File: src/rtl/npu_pkg.sv
// Shared NPU constants, requant FSM state encoding and the signed clamp helper.
package npu_pkg;

  localparam int PSUM_W = 24;
  localparam int ACT_W  = 8;
  localparam int ACC_W  = 32;

  typedef enum logic {
    ACCUM,
    EMIT
  } state_t;

  // Clamp a wide signed value into the signed range of 'width' bits (width <= 63).
  function automatic logic signed [63:0] sat_clamp(input logic signed [63:0] value,
                                                   input int width);
    logic signed [63:0] hi;
    logic signed [63:0] lo;
    hi = (64'sd1 <<< (width - 1)) - 64'sd1;
    lo = -(64'sd1 <<< (width - 1));
    if (value > hi) return hi;
    if (value < lo) return lo;
    return value;
  endfunction

endpackage

File: src/rtl/requant_unit.sv
// Combinational requantizer: rounding arithmetic shift, optional ReLU, clamp to OUT_W.
module requant_unit #(
  parameter int ACC_W = npu_pkg::ACC_W,
  parameter int OUT_W = npu_pkg::ACT_W
) (
  input  logic signed [ACC_W-1:0] acc,
  input  logic        [4:0]       shift,
  input  logic                    relu,
  output logic signed [OUT_W-1:0] data,
  output logic                    sat
);
  import npu_pkg::*;

  logic signed [63:0] wide;
  logic signed [63:0] rounded;
  logic signed [63:0] r;
  logic signed [63:0] clamped;

  // The rounding add saturates at ACC_W but does not raise sat; only the final clamp does.
  always_comb begin
    wide    = 64'(acc);
    rounded = sat_clamp(wide + (64'sd1 <<< (shift - 5'd1)), ACC_W);
    r       = (shift == 5'd0) ? wide : (rounded >>> shift);
    if (relu && (r < 0)) r = '0;
    clamped = sat_clamp(r, OUT_W);
    sat     = (clamped != r);
    data    = clamped[OUT_W-1:0];
  end

endmodule

File: src/rtl/psum_requant.sv
// Partial-sum accumulator and requantizer between PE column output and activation buffer.
// Optional saturation statistics counter enabled by defining PSUM_REQUANT_STATS_EN.
module psum_requant #(
  parameter int PSUM_W = npu_pkg::PSUM_W,
  parameter int ACC_W  = npu_pkg::ACC_W,
  parameter int OUT_W  = npu_pkg::ACT_W,
  parameter int PASS_W = 8
) (
  input  logic                     clk,
  input  logic                     rst,
  input  logic        [PASS_W-1:0] cfg_passes,
  input  logic        [4:0]        cfg_shift,
  input  logic                     cfg_relu,
  input  logic                     in_valid,
  output logic                     in_ready,
  input  logic signed [PSUM_W-1:0] in_psum,
  output logic                     out_valid,
  input  logic                     out_ready,
  output logic signed [OUT_W-1:0]  out_data,
  output logic                     out_sat,
  output logic        [15:0]       sat_count
);
  import npu_pkg::*;

  state_t                    state, state_next;
  logic signed [ACC_W-1:0]   acc, acc_next;
  logic        [PASS_W-1:0]  cnt, cnt_next;
  logic        [PASS_W-1:0]  passes_lat, passes_eff;
  logic        [4:0]         shift_lat, shift_eff;
  logic                      relu_lat, relu_eff;
  logic                      acc_sat, sticky_next;
  logic                      accept, first, done;
  logic signed [63:0]        sum_wide, sum_clamped;
  logic signed [OUT_W-1:0]   rq_data;
  logic                      rq_sat;

  // The first accept of a group uses live config and a zero base; later ones use the shadow copy.
  always_comb begin
    first      = (cnt == '0);
    passes_eff = passes_lat;
    shift_eff  = shift_lat;
    relu_eff   = relu_lat;
    if (first) begin
      passes_eff = (cfg_passes == '0) ? PASS_W'(1) : cfg_passes;
      shift_eff  = cfg_shift;
      relu_eff   = cfg_relu;
    end
    sum_wide    = (first ? 64'sd0 : 64'(acc)) + 64'(in_psum);
    sum_clamped = sat_clamp(sum_wide, ACC_W);
    acc_next    = sum_clamped[ACC_W-1:0];
    sticky_next = (first ? 1'b0 : acc_sat) | (sum_clamped != sum_wide);
    cnt_next    = cnt + PASS_W'(1);
    done        = (cnt_next == passes_eff);
  end

  requant_unit #(
    .ACC_W(ACC_W),
    .OUT_W(OUT_W)
  ) u_requant (
    .acc  (acc_next),
    .shift(shift_eff),
    .relu (relu_eff),
    .data (rq_data),
    .sat  (rq_sat)
  );

  always_ff @(posedge clk) begin
    if (rst) state <= ACCUM;
    else     state <= state_next;
  end

  always_comb begin
    state_next = state;
    in_ready   = 1'b0;
    out_valid  = 1'b0;
    accept     = 1'b0;
    case (state)
      ACCUM: begin
        in_ready = 1'b1;
        accept   = in_valid;
        if (accept && done) state_next = EMIT;
      end
      EMIT: begin
        out_valid = 1'b1;
        if (out_ready) state_next = ACCUM;
      end
      default: state_next = ACCUM;
    endcase
  end

  always_ff @(posedge clk) begin
    if (rst) begin
      acc        <= '0;
      cnt        <= '0;
      passes_lat <= '0;
      shift_lat  <= '0;
      relu_lat   <= 1'b0;
      acc_sat    <= 1'b0;
      out_data   <= '0;
      out_sat    <= 1'b0;
    end else begin
      if (accept) begin
        acc        <= acc_next;
        acc_sat    <= sticky_next;
        cnt        <= cnt_next;
        passes_lat <= passes_eff;
        shift_lat  <= shift_eff;
        relu_lat   <= relu_eff;
        if (done) begin
          out_data <= rq_data;
          out_sat  <= rq_sat | sticky_next;
        end
      end
      if ((state == EMIT) && out_ready) cnt <= '0;
    end
  end

`ifdef PSUM_REQUANT_STATS_EN
  logic [15:0] sat_cnt_q;

  always_ff @(posedge clk) begin
    if (rst) begin
      sat_cnt_q <= '0;
    end else if ((state == EMIT) && out_ready && out_sat && (sat_cnt_q != 16'hFFFF)) begin
      sat_cnt_q <= sat_cnt_q + 16'd1;
    end
  end

  assign sat_count = sat_cnt_q;
`else
  assign sat_count = '0;
`endif

endmodule
File: config.mk
export PLATFORM = sky130hd
export DESIGN_NAME = psum_requant
export DESIGN_NICKNAME = d
export VERILOG_FILES = /design/src/rtl/npu_pkg.sv /design/src/rtl/requant_unit.sv /design/src/rtl/psum_requant.sv
export SDC_FILE = /design/constraint.sdc
export NUM_CORES = 1
export LEC_CHECK = 0
export ABC_AREA = 1
export CAP_MARGIN = 25
export CELL_PAD_IN_SITES_DETAIL_PLACEMENT = 2
export CELL_PAD_IN_SITES_GLOBAL_PLACEMENT = 2
export CORE_ASPECT_RATIO = 0.75
export CORE_MARGIN = 2
export CORE_UTILIZATION = 34
export DETAILED_ROUTE_END_ITERATION = 10
export GPL_TIMING_DRIVEN = 0
export HOLD_SLACK_MARGIN = 0.02
export PLACE_DENSITY = 0.91
export REMOVE_ABC_BUFFERS = 1
export SYNTH_ARGS = -nofsm -noshare
export SYNTH_HDL_FRONTEND = slang
export SYNTH_SLANG_ARGS = --single-unit
File: constraint.sdc
create_clock -name clk -period 24.9 [get_ports clk]
set_input_delay 2.49 -clock clk [delete_from_list [all_inputs] [get_ports clk]]
set_output_delay 2.49 -clock clk [all_outputs]
set_load 0.1 [all_outputs]
==> flow_summary.toml, run 1 <==
[cts]
htree_levels = 3
clock-sinks = 65
cts_root_buf = "clkbuf_16"
cts_made_buffers = 9
clk_latency_ps = 390
clock_path_buffers = 2
cts_resized = 0
clk_pin_slew_ps = 70
holdBufCountCts = 0
cts_tree = "yes"
post_cts_buffers = 0

[sta]
setup_viol = 0
layout_setup_ws_ps = 9571
slew_viol_final = 0
relSlewSlack_pct = 25.78
worst_slew_pin_slew_ps = 1102
finClkSkew_ps = 15.13
clock.fmax_mhz = 65.24
finalCritPeriodShare_pct = 61.56
fin_setup_tns_ps = 0
hold_viol_final = 0
rsz0062_at_grt = "no"
period_needed_ps = 15330

[synth]
synth_top_cell_by_area = "nand2_1"
async_reset_ff_share_pct = 0
synthMuxAreaShare_pct = 0.1650
synth_top_area_share_pct = 18.44
ys_types = 55
synth-simple-area-share_pct = 47.26
synth_compound_gate_area_share_pct = 15.11
synth_enable_flop_cells = 0
synth-seq-cells = 65
synth_xor_area_share_pct = 3.681
yosys_warnings = 0
synth_top_family_by_area = "simple AND/OR/NAND/NOR gates"
synth_area_leaders = "nand2_1 18%, nand3_1 15%, dfxtp_1 11%"
synthAdderAreaFrac_pct = 7.713
synth.cell_area_um2 = 12130
syn_avg_cell_area_um2 = 5.271
syn_inst = 2302
ys_seq_area_share_pct = 10.72
synth_ff_type = "dfxtp_1"

[finish]
drive_above_1_share_pct = 4.532
fillers = 4551
finalNonFillerCells = 2752
fin_util_pct = 38.65
syn_to_final_growth_pct = 11.22
final_nets = 2405
antennaDiodeCount = 0

[detailed_routing]
routed_via_density = 5.951
routedWlPerCell_um = 24.74
drtIter0Drc = 1466
antenna_left = 0
dr_total_vias = 16380
firstDrtPassIters = 6
wl_mm = 68.08
drcViolationCount = 0

[global_routing]
grt_util_all_layers_pct = 35.20
grt_pass1_wl_mm = 101.9
antenna_found_initial = 1
grt_pass1_vias = 17390
grt_max_degree = 59
grt_overflow = 0

[placed_design]
port_buffers = 52
dp_hpwl_mm = 53.07
post-place-ws_ps = 9623
place_congestion = 0.9474
dp_cells = 2732

[worst_setup_path]
cpMostUsedCell = "nand2_1"
crit_start = "in_psum[23]"
critPathLaunchType = "input port"
worstPathArrival_ps = 15610
endpoint = "out_sat"
critPathSlowestCell = "clkinv_1"
r2r_end = "out_sat"
worst_ep_required_time_ps = 25180
slowest_delay_ps = 860
critPathBufInv = 6
r2r_cells = 71
cp_top_family = "simple AND/OR/NAND/NOR gates"
cp.depth = 62
crit_type = "in -> reg"
cp-end-kind = "register"
cp_max_fo = 29
r2r_slack_ps = 10200
r2r_start = "cnt[0]"

[pwr]
p_leak_nw = 7.297
finalPower_mw = 1.441
peakVddDrop_v = 0.00003832
power_density_nw_per_um2 = 106.8

[status]
status = "complete, no violations"

[job]
drv_cap = 0

[floorplan]
dieArea_um2 = 37230
fp.dieW_um = 222.1
rows = 59
start_util_pct = 34.75
io_pins = 69
coreArea_um2 = 34920
die-height_um = 167.6

[min_path]
hold_path_class = "reg -> reg"
hold_depth = 2
[routing by layer]
metal / up-vias / global-route usage (%) / share of wire, %
li1: 7377 / - / -
met4: 2 / 13.28 / 3.7
met3: 151 / 6.773 / 7.7
met1: 8160 / 46.41 / 44
met5: - / 0 / 0.019
met2: 688 / 56.82 / 45
[cells in the mapped netlist (all sizes together), types with 4 or more instances]
library cell,instances
a21o,9
a21oi,145
a31oi,6
and2,6
buf,49
clkbuf,60
dfxtp,65
ha,70
inv,351
nand2,615
nand3,382
nand3b,24
nand4,21
nor2,241
nor3,9
nor4,6
o2111ai,4
o211ai,5
o21a,5
o21ai,146
or2,6
xnor2,11
xor2,40
[registers in the layout, summed over array words and instances, names as in the netlist]
name,count
acc,32
cnt,8
out_data,8
passes_lat,8
shift_lat,5
acc_sat,1
out_sat,1
relu_lat,1
state,1
[worst min-delay path: cells and delay by family, from the launching register on]
kind	cells	cell delay, ps
compound gates	1	70
buf+inv	1	100
flops	1	310
[cell type report]
type	instances	area (µm²)	area share, %
multi-input cells	1789	9095	67.39
inverters	354	1329	9.846
flip-flops and latches	65	1301	9.642
repair buffers	71	893.4	6.620
well taps	457	571.8	4.237
clock buffers	10	239.0	1.771
clock inverters	6	66.31	0.4914
[layout by cell type (no fill, tap or decap), types with 9 or more instances in the layout]
cell type / count
inv_2: 12
nand3_1: 372
a21o_1: 9
nand2_2: 19
nor2_1: 235
xor2_1: 40
o21ai_0: 130
nand3_2: 10
clkbuf_16: 9
inv_1: 339
buf_12: 12
clkdlybuf4s50_1: 51
nand2_1: 595
dfxtp_1: 65
conb_1: 16
a21oi_1: 144
ha_1: 70
nand4_1: 21
xnor2_1: 11
nor3_1: 9
nand3b_1: 24
[metrics by stage]
stage	hold slack [ps]	area, µm²
2_1_floorplan	467.3	11660
5_1_grt	564.4	13500
3_3_place_gp	481.8	12750
3_5_place_dp	526.5	13110
6_report	540.3	13500
4_1_cts	545.4	13420
[worst min path at each step]
| stage | start | end | slack (ps) |
|---|---|---|---|
| floorplan | passes_lat[1] | passes_lat[1] | 470 |
| global placement | passes_lat[4] | passes_lat[4] | 480 |
| detailed placement | passes_lat[1] | passes_lat[1] | 530 |
| CTS | cnt[1] | cnt[1] | 550 |
| global route | cnt[1] | cnt[1] | 560 |
| finish | cnt[1] | cnt[1] | 540 |
[logic make-up after synthesis]
group	count (synthesis)
flip-flops	65
AO/OA/AOI/OAI	334
buffers and inverters	463
multiplexers	2
adder cells (fa/ha/maj)	73
other	1
AND/OR/NAND/NOR	1313
XOR/XNOR	51
[where the power goes]
group | total [mW] | leakage (nW) | internal, mW | switching [mW]
registers | 0.121 | 0.538 | 0.115 | 0.00667
clock network | 0.146 | 0.153 | 0.0807 | 0.0650
logic | 1.17 | 6.61 | 0.313 | 0.862
Power figures use the tool's default switching activity.
==> run 2, diff against run 1 <==
--- a/config.mk
+++ b/config.mk
@@ -11,11 +11,11 @@
 export CELL_PAD_IN_SITES_GLOBAL_PLACEMENT = 2
 export CORE_ASPECT_RATIO = 0.75
 export CORE_MARGIN = 2
-export CORE_UTILIZATION = 34
+export CORE_UTILIZATION = 29
 export DETAILED_ROUTE_END_ITERATION = 10
 export GPL_TIMING_DRIVEN = 0
 export HOLD_SLACK_MARGIN = 0.02
-export PLACE_DENSITY = 0.91
+export PLACE_DENSITY = 0.83
 export REMOVE_ABC_BUFFERS = 1
 export SYNTH_ARGS = -nofsm -noshare
 export SYNTH_HDL_FRONTEND = slang
==> constraint.sdc (replaced) <==
create_clock -name clk -period 13.55 [get_ports clk]
set_input_delay 1.355 -clock clk [delete_from_list [all_inputs] [get_ports clk]]
set_output_delay 1.355 -clock clk [all_outputs]
set_load 0.1 [all_outputs]
==> run 2 against run 1 <==
Net effect:
- register-to-register slack got worse by 9200 ps
- critical path depth rose by 8
- sequential share of layout area fell by 0.15 points
- via count fell by 4.6%
- routed wire length fell by 9.9%
- utilization fell by 5.2 points
- sequential power rose by 82%
- count of clock-buffer cells in the layout did not move
- hold slack got worse by 22 ps
- clock power rose by 94%
- flip-flop and latch count did not move
- die area rose by 17%
- largest power group unchanged
- highest routed layer is now met4
==> flow_summary.toml, run 2 (same netlist as run 1, synthesis figures left out) <==
[finish]
layout_commonest_cell = "nand2_1"
drive_above_1_share_pct = 4.882
syn_to_final_growth_pct = 12.92
final_cell_mix = "594 x nand2_1, 372 x nand3_1, 339 x inv_1"
top_register = "acc"
final_nets = 2404
multi_input_area_um2 = 9161
fillers = 5339
register_area_um2 = 1301
antennaDiodeCount = 0
largest_reg_flops = 32

[sta]
fin_hold_ws_ps = 518.4
setup_viol = 0
rsz0062_at_grt = "no"
hold_viol_final = 0
finalCritPeriodShare_pct = 92.52
clock.fmax_mhz = 79.77
relSlewSlack_pct = 27.53
period_needed_ps = 12540
finClkSkew_ps = 15.53
worst_slew_pin_slew_ps = 1076
slew_viol_final = 0

[worst_setup_path]
worstPathArrival_ps = 12810
crit_type = "reg -> reg"
r2r_end = "out_sat"
cp_max_fo = 29
crit_start = "cnt[0]"
cp-end-kind = "register"
critPathSlowestCell = "fa_1"
r2r_cells = 70
critPathLaunchType = "register"
cpMostUsedCell = "nand2_1"
worst_ep_required_time_ps = 13820
r2r_slack_ps = 1010
slowest_delay_ps = 570
endpoint = "out_sat"
r2r_start = "cnt[0]"

[pwr]
internal_power_mw = 0.9571
power_density_nw_per_um2 = 189.4
peakVddDrop_v = 0.00008335
switchingPower_mw = 1.638
seq_power_share_pct = 8.5
clockPowerShare_pct = 10.9
comb_power_share_pct = 80.6
p_leak_nw = 7.319
finalPower_mw = 2.595
sw_frac_of_total_pct = 63.12

[cts]
cts_tree = "yes"
cts_made_buffers = 9
clock-sinks = 65
clk_pin_slew_ps = 70
cts_root_buf = "clkbuf_16"
clk_latency_ps = 380
htree_levels = 3
clock_path_buffers = 2

[floorplan]
coreArea_um2 = 41000
rows = 64
fp.dieW_um = 240.2
start_util_pct = 29.60
die-height_um = 181.2
dieArea_um2 = 43510
io_pins = 69

[status]
status = "complete, no violations"

[placed_design]
place_congestion = 0.9147
dp_hpwl_mm = 49.81
port_buffers = 52

[detailed_routing]
firstDrtPassIters = 6
routed_via_density = 5.471
routedWlPerCell_um = 21.49
drtIter0Drc = 1337
wl_mm = 61.34
dr_total_vias = 15620
drcViolationCount = 0
antenna_left = 0

[global_routing]
antenna_found_initial = 2
grt_pass1_vias = 16370
grt_pass1_wl_mm = 95.52
grt_util_all_layers_pct = 27.94
grt_overflow = 0
grt_max_degree = 57

[job]
drv_cap = 0

[min_path]
hold_path_class = "reg -> reg"
## run 2: per-layer routing
metal  track usage (%)  wire length [µm]  part of all wire, %
met1             40.27             29790                   49
met2             43.76             26870                   44
met3             3.759              3448                  5.6
met4             6.311              1238                  2.0
met5                 0                 0                    0
## run 2: timing repair
action	4_1_cts	5_1_grt
hold buffers	0	0
setup buffers	0	0
setup endpoints to repair	9	9
hold endpoints to repair	0	0
cloned	0	1
resized for setup	5	9
## run 2: critical path, delay by kind of cell, from the launching register on
kind                       cells  cell delay, ps
buffers and inverters          8            1550
adders and majority gates      6            2090
and+or+nand+nor               48            6490
xor gates and xnor gates       1             260
AOI/OAI and AO/OA              7            1570
DFF                            1             350
## run 2: worst min-delay path by stage
stage	from	depth (start not counted)	to
2_1_floorplan	passes_lat[1]	2	passes_lat[1]
3_3_place_gp	passes_lat[1]	2	passes_lat[1]
3_5_place_dp	passes_lat[4]	2	passes_lat[4]
4_1_cts	passes_lat[4]	2	passes_lat[4]
5_1_grt	passes_lat[4]	2	passes_lat[4]
6_report	passes_lat[4]	2	passes_lat[4]
## run 2: through the flow
stage	cell area [µm²]	utilization [%]	worst slack, ps	instances	TNS (ps)
2_1_floorplan	11660	-	2533	2208	0
3_3_place_gp	12880	31.42	-3117	2821	-26120
3_5_place_dp	13300	32.43	-1296	2838	-9441
4_1_cts	13640	33.28	55.41	2854	0
5_1_grt	13700	33.42	107.1	2855	0
6_report	13700	33.42	1013	2855	0
## run 2: power by group through the flow
| stage | clock network [mW] | registers, mW | logic, mW |
|---|---|---|---|
| finish | 0.283 | 0.220 | 2.09 |
| global route | 0.292 | 0.221 | 2.29 |
| CTS | 0.287 | 0.219 | 2.03 |
| detailed placement | 0 | 0.223 | 2.01 |
| global placement | 0 | 0.221 | 1.85 |
| floorplan | 0 | 0.228 | 1.30 |
## run 2: layout make-up
cell class	instances	area share (%)
clock inverter	6	0.6940
multi-input combinational	1790	66.86
timing repair buffer	69	6.337
tap	561	5.123
inverter	354	9.743
sequential	65	9.497
clock buffer	10	1.744
